$ cat src/rtl/vga_pkg.sv
// Shared SVGA 800x600@60 raster timing constants, used as defaults by the timing
// generator and by downstream pipeline stages.
package vga_pkg;

  localparam int CNT_W = 11;

  localparam int H_ACTIVE = 800;
  localparam int H_FP     = 40;
  localparam int H_SYNC   = 128;
  localparam int H_BP     = 88;
  localparam int H_TOTAL  = H_ACTIVE + H_FP + H_SYNC + H_BP;

  localparam int V_ACTIVE = 600;
  localparam int V_FP     = 1;
  localparam int V_SYNC   = 4;
  localparam int V_BP     = 23;
  localparam int V_TOTAL  = V_ACTIVE + V_FP + V_SYNC + V_BP;

endpackage

$ cat src/rtl/vga_counter.sv
// Modulo-N counter with enable. wrap flags the enabled cycle in which count returns to 0.
module vga_counter
  import vga_pkg::*;
#(
  parameter int N = 2
) (
  input  logic             clk,
  input  logic             rst,
  input  logic             en,
  output logic [CNT_W-1:0] count,
  output logic             wrap
);

  localparam logic [CNT_W-1:0] LAST = CNT_W'(N - 1);

  // The counter width is fixed, so any modulus it cannot represent is a build error.
  if (N < 2 || N > (2 ** CNT_W)) begin : g_range_check
    $error("vga_counter: modulus N=%0d does not fit in %0d bits", N, CNT_W);
  end

  assign wrap = en && (count == LAST);

  always_ff @(posedge clk) begin
    if (rst) begin
      count <= '0;
    end else if (wrap) begin
      count <= '0;
    end else if (en) begin
      count <= count + CNT_W'(1);
    end
  end

endmodule

$ cat src/rtl/vga_timing.sv
// Free-running VGA raster timing generator: pixel/line counters plus registered sync,
// blanking and frame-start strobes, all aligned to the hcount/vcount of the same cycle.
module vga_timing
  import vga_pkg::*;
#(
  parameter int       H_ACTIVE = vga_pkg::H_ACTIVE,
  parameter int       H_FP     = vga_pkg::H_FP,
  parameter int       H_SYNC   = vga_pkg::H_SYNC,
  parameter int       H_BP     = vga_pkg::H_BP,
  parameter int       V_ACTIVE = vga_pkg::V_ACTIVE,
  parameter int       V_FP     = vga_pkg::V_FP,
  parameter int       V_SYNC   = vga_pkg::V_SYNC,
  parameter int       V_BP     = vga_pkg::V_BP,
  parameter bit       SYNC_POL = 1'b1
) (
  input  logic             clk,
  input  logic             rst,
  output logic [CNT_W-1:0] hcount,
  output logic [CNT_W-1:0] vcount,
  output logic             hsync,
  output logic             vsync,
  output logic             hblnk,
  output logic             vblnk,
  output logic             frame_start
);

  localparam int LINE_TOTAL  = H_ACTIVE + H_FP + H_SYNC + H_BP;
  localparam int FRAME_LINES = V_ACTIVE + V_FP + V_SYNC + V_BP;

  localparam logic [CNT_W-1:0] HBLNK_START = CNT_W'(H_ACTIVE);
  localparam logic [CNT_W-1:0] HSYNC_START = CNT_W'(H_ACTIVE + H_FP);
  localparam logic [CNT_W-1:0] HSYNC_END   = CNT_W'(H_ACTIVE + H_FP + H_SYNC);
  localparam logic [CNT_W-1:0] VBLNK_START = CNT_W'(V_ACTIVE);
  localparam logic [CNT_W-1:0] VSYNC_START = CNT_W'(V_ACTIVE + V_FP);
  localparam logic [CNT_W-1:0] VSYNC_END   = CNT_W'(V_ACTIVE + V_FP + V_SYNC);

  if (LINE_TOTAL > 2048 || FRAME_LINES > 2048) begin : g_total_check
    $error("vga_timing: totals %0d x %0d exceed 11-bit counters", LINE_TOTAL, FRAME_LINES);
  end

  logic [CNT_W-1:0] h_next;
  logic [CNT_W-1:0] v_next;
  logic             h_wrap;
  logic             v_wrap;
  logic             at_origin;

  vga_counter #(.N(LINE_TOTAL)) u_hcnt (
    .clk   (clk),
    .rst   (rst),
    .en    (1'b1),
    .count (h_next),
    .wrap  (h_wrap)
  );

  vga_counter #(.N(FRAME_LINES)) u_vcnt (
    .clk   (clk),
    .rst   (rst),
    .en    (h_wrap),
    .count (v_next),
    .wrap  (v_wrap)
  );

  // The counters run one cycle ahead of the outputs; at_origin marks the cycle in which
  // they sit at (0,0), which only happens right after reset or a full-frame wrap.
  always_ff @(posedge clk) begin
    if (rst) begin
      hcount      <= '0;
      vcount      <= '0;
      hsync       <= ~SYNC_POL;
      vsync       <= ~SYNC_POL;
      hblnk       <= 1'b0;
      vblnk       <= 1'b0;
      frame_start <= 1'b0;
      at_origin   <= 1'b1;
    end else begin
      hcount      <= h_next;
      vcount      <= v_next;
      hsync       <= ((h_next >= HSYNC_START) && (h_next < HSYNC_END)) ? SYNC_POL : ~SYNC_POL;
      vsync       <= ((v_next >= VSYNC_START) && (v_next < VSYNC_END)) ? SYNC_POL : ~SYNC_POL;
      hblnk       <= (h_next >= HBLNK_START);
      vblnk       <= (v_next >= VBLNK_START);
      frame_start <= at_origin;
      at_origin   <= v_wrap;
    end
  end

endmodule

$ cat config.mk
export PLATFORM = sky130hd
export DESIGN_NAME = vga_timing
export DESIGN_NICKNAME = d
export VERILOG_FILES = /design/src/rtl/vga_pkg.sv /design/src/rtl/vga_counter.sv /design/src/rtl/vga_timing.sv
export SDC_FILE = /design/constraint.sdc
export NUM_CORES = 1
export LEC_CHECK = 0
export BUFFER_PORTS_ARGS = -buffer_cell sky130_fd_sc_hd__buf_2
export CAP_MARGIN = 30
export CORE_MARGIN = 2
export CORE_UTILIZATION = 55
export CTS_CLUSTER_SIZE = 24
export DETAILED_ROUTE_END_ITERATION = 7
export PLACE_DENSITY = 0.78
export SETUP_SLACK_MARGIN = 0.1
export SLEW_MARGIN = 20
export SYNTH_ARGS = -nofsm -noshare
export SYNTH_HDL_FRONTEND = slang
export SYNTH_SLANG_ARGS = --single-unit
$ cat constraint.sdc
create_clock -name clk -period 3.3 [get_ports clk]
set_clock_uncertainty 0.15 [all_clocks]
set_input_delay 0.66 -clock clk [delete_from_list [all_inputs] [get_ports clk]]
set_output_delay 0.66 -clock clk [all_outputs]
set_load 0.1 [all_outputs]
==> results.ini <==
[grt]
use_met1_pct = 23.8
grt_max_degree = 33
antenna_found_initial = 0
grt_pass1_vias = 1196
grt_util_all_layers_pct = 17.5
top_usage_layer = met2
grt_pass1_wl_um = 5400
use_met3_pct = 5.80
grt_use_met2_pct = 25.7
grt_overflow = 0

[sta]
maxSlewHeadroom_pct = 59.4
setup_viol = 0
setup_tns_ps = 0
post-route-period-util_pct = 63.9
max_freq_mhz = 474
worst_pin_slew_ps = 603
hold_viol_final = 0
slew_violations = 0
rsz0062_at_grt = false
min_period_ps = 2110
hold_ws_ps = 303

[power_and_ir_drop]
irDropWorstVdd_mv = 0.246
power.leakage_nw = 0.842
power_density_nw_per_um2 = 472

[logic_synthesis]
synthTopCellsByCount = 50 x dfxtp_1, 25 x nor2_1, 14 x nor2b_1
dominantRegCellSynth = dfxtp_1
syn_area_per_cell_um2 = 9.68
synth_top_area_cell = dfxtp_1
ys_seq_elements = 50
ys_async_sr_fraction_pct = 0
ys_seq_area_share_pct = 53.8
synth_area_leaders = dfxtp_1 54%, nor2_1 5.0%, nor2b_1 4.7%
synth_top_area_share_pct = 53.8
ys_warn_count = 0
synth_cell_types = 33
synth_nets = 199
netlist_instances = 192
synth_edf_count = 0
post-synth-top-count-cell = dfxtp_1
syn-cell-area_um2 = 1860

[clock_tree]
cts_tree = done
cts_resized = 0
clk_pin_slew_worst_paths_ps = 130
max-clock-path-buffers = 2
cts_sinks = 50
post_cts_buffers = 0
numCtsBuffers = 5
ctsHoldBuffers = 0
clk_latency_ps = 360
cts_root_buf = clkbuf_4
h-tree-depth = 2

[routing]
final_antenna_net_count = 0
vias = 1359
wire_per_inst_um = 11.8
vias_per_cell = 5.09
wl_um = 3140
dr.pass1.iters = 4
drc = 0
drt_iter0_drc = 53

[final_layout]
final_net_count = 227
fin_util_pct = 63.8
nFillCells = 273
area_growth_pct = 12.7
antennaDiodeCount = 0
drive_gt1_share_pct = 18.1

[place]
io_buffers = 28
globalplace.congestion = 0.752
dp_hpwl_um = 2140

[setup_path]
worstSetupStartpointType = flip-flop
endpoint_kind = flip-flop
crit_path_max_fanout = 15
crit_arrival_ps = 2250
critPathKind = reg -> reg
required_ps = 3440

[floorplanning]
ioPinCount = 29
die_h_um = 62.1
core_area_um2 = 3280
die_area_um2 = 3860
chipWidth_um = 62.1
initial_utilization_pct = 56.6
rows = 21

[job]
drv_cap = 0

[status]
status = finished, final reports clean

[min_path]
worst_hold_path_type = reg -> reg

## report_power, final
group | internal, W | switching [W]
Clock | 0.000161 | 0.000174
Sequential | 0.000610 | 0.00000473
Combinational | 0.00000695 | 0.0000329
## cells in the final DEF, fill, tap and decap left out
master / instances
nor4b_1: 1
nor4_1: 6
xnor2_1: 7
and2_1: 1
nand3_2: 1
or2_2: 1
nor3_4: 1
o31ai_1: 4
clkbuf_1: 2
mux2i_1: 1
o21a_1: 1
or4_1: 2
a31o_2: 1
xor2_1: 4
nor2b_1: 14
inv_1: 10
a21oi_1: 10
nor2_1: 25
ha_1: 5
a211o_1: 1
and4_4: 1
o21ai_0: 7
clkbuf_4: 5
nor3_1: 1
dfxtp_1: 50
or3_1: 7
bufinv_16: 1
and4_1: 1
nor3b_4: 1
and3_1: 2
nand3_1: 7
buf_2: 28
nand4_1: 5
nand2_1: 7
## metal layers
metal	wire, um	part of all wire [%]
met2	1400	45
met3	145	4.6
met4	57	1.8
met5	0	0
met1	1540	49
## through the flow
step                      std cells  setup WS [ps]  total power (W)  cell area (um^2)
after floorplan                 192           1550         0.000660              1860
after global placement          259           1340         0.000667              2020
after detailed placement        259           1280         0.000668              2020
after CTS                       267           1200          0.00100              2090
after global routing            267           1090          0.00103              2090
final                           267           1190         0.000989              2090
## worst max-delay path: stages, from the launching register on
cell and delay [ps]:
dfxtp_1 430, ha_1 230, and4_4 270, nand3_2 230, or4_1 570, a21oi_1 150
## flip-flops by register name, summed over array words and instances, names as in the netlist, 11 cells and up
name	cells
u_hcnt.count	11
vcount	11
hcount	11
u_vcnt.count	11
## area by class of cell
cell class	count	area, um^2	area share, %
multi-input combinational	125	783	37.4
clock inverter	1	30.0	1.43
clock buffer	7	45.0	2.15
tap	46	57.6	2.75
sequential	50	1000	47.8
inverter	10	37.5	1.79
timing repair buffer	28	140	6.69
## logic make-up (layout without fill, tap and decap cells)
logic type,after synthesis,after routing,share of synthesized area (%)
muxes,1,1,0.538
AOI/OAI and AO/OA,24,24,7.54
xor gates and xnor gates,11,11,5.18
buffers and inverters,17,46,4.04
adders and majority gates,5,5,3.36
DFF,50,50,53.8
and+or+nand+nor,84,84,25.5
## path summary, 6_finish.rpt
check,from,endpoint,slack [ps],depth (start not counted)
hold reg to reg,at_origin,frame_start,300,1
hold / removal,at_origin,frame_start,300,1
setup reg to reg,u_hcnt.count[0],u_vcnt.count[9],1190,5
setup / recovery,u_hcnt.count[0],u_vcnt.count[9],1190,5
Note: power is estimated with default switching activity, not from simulation.
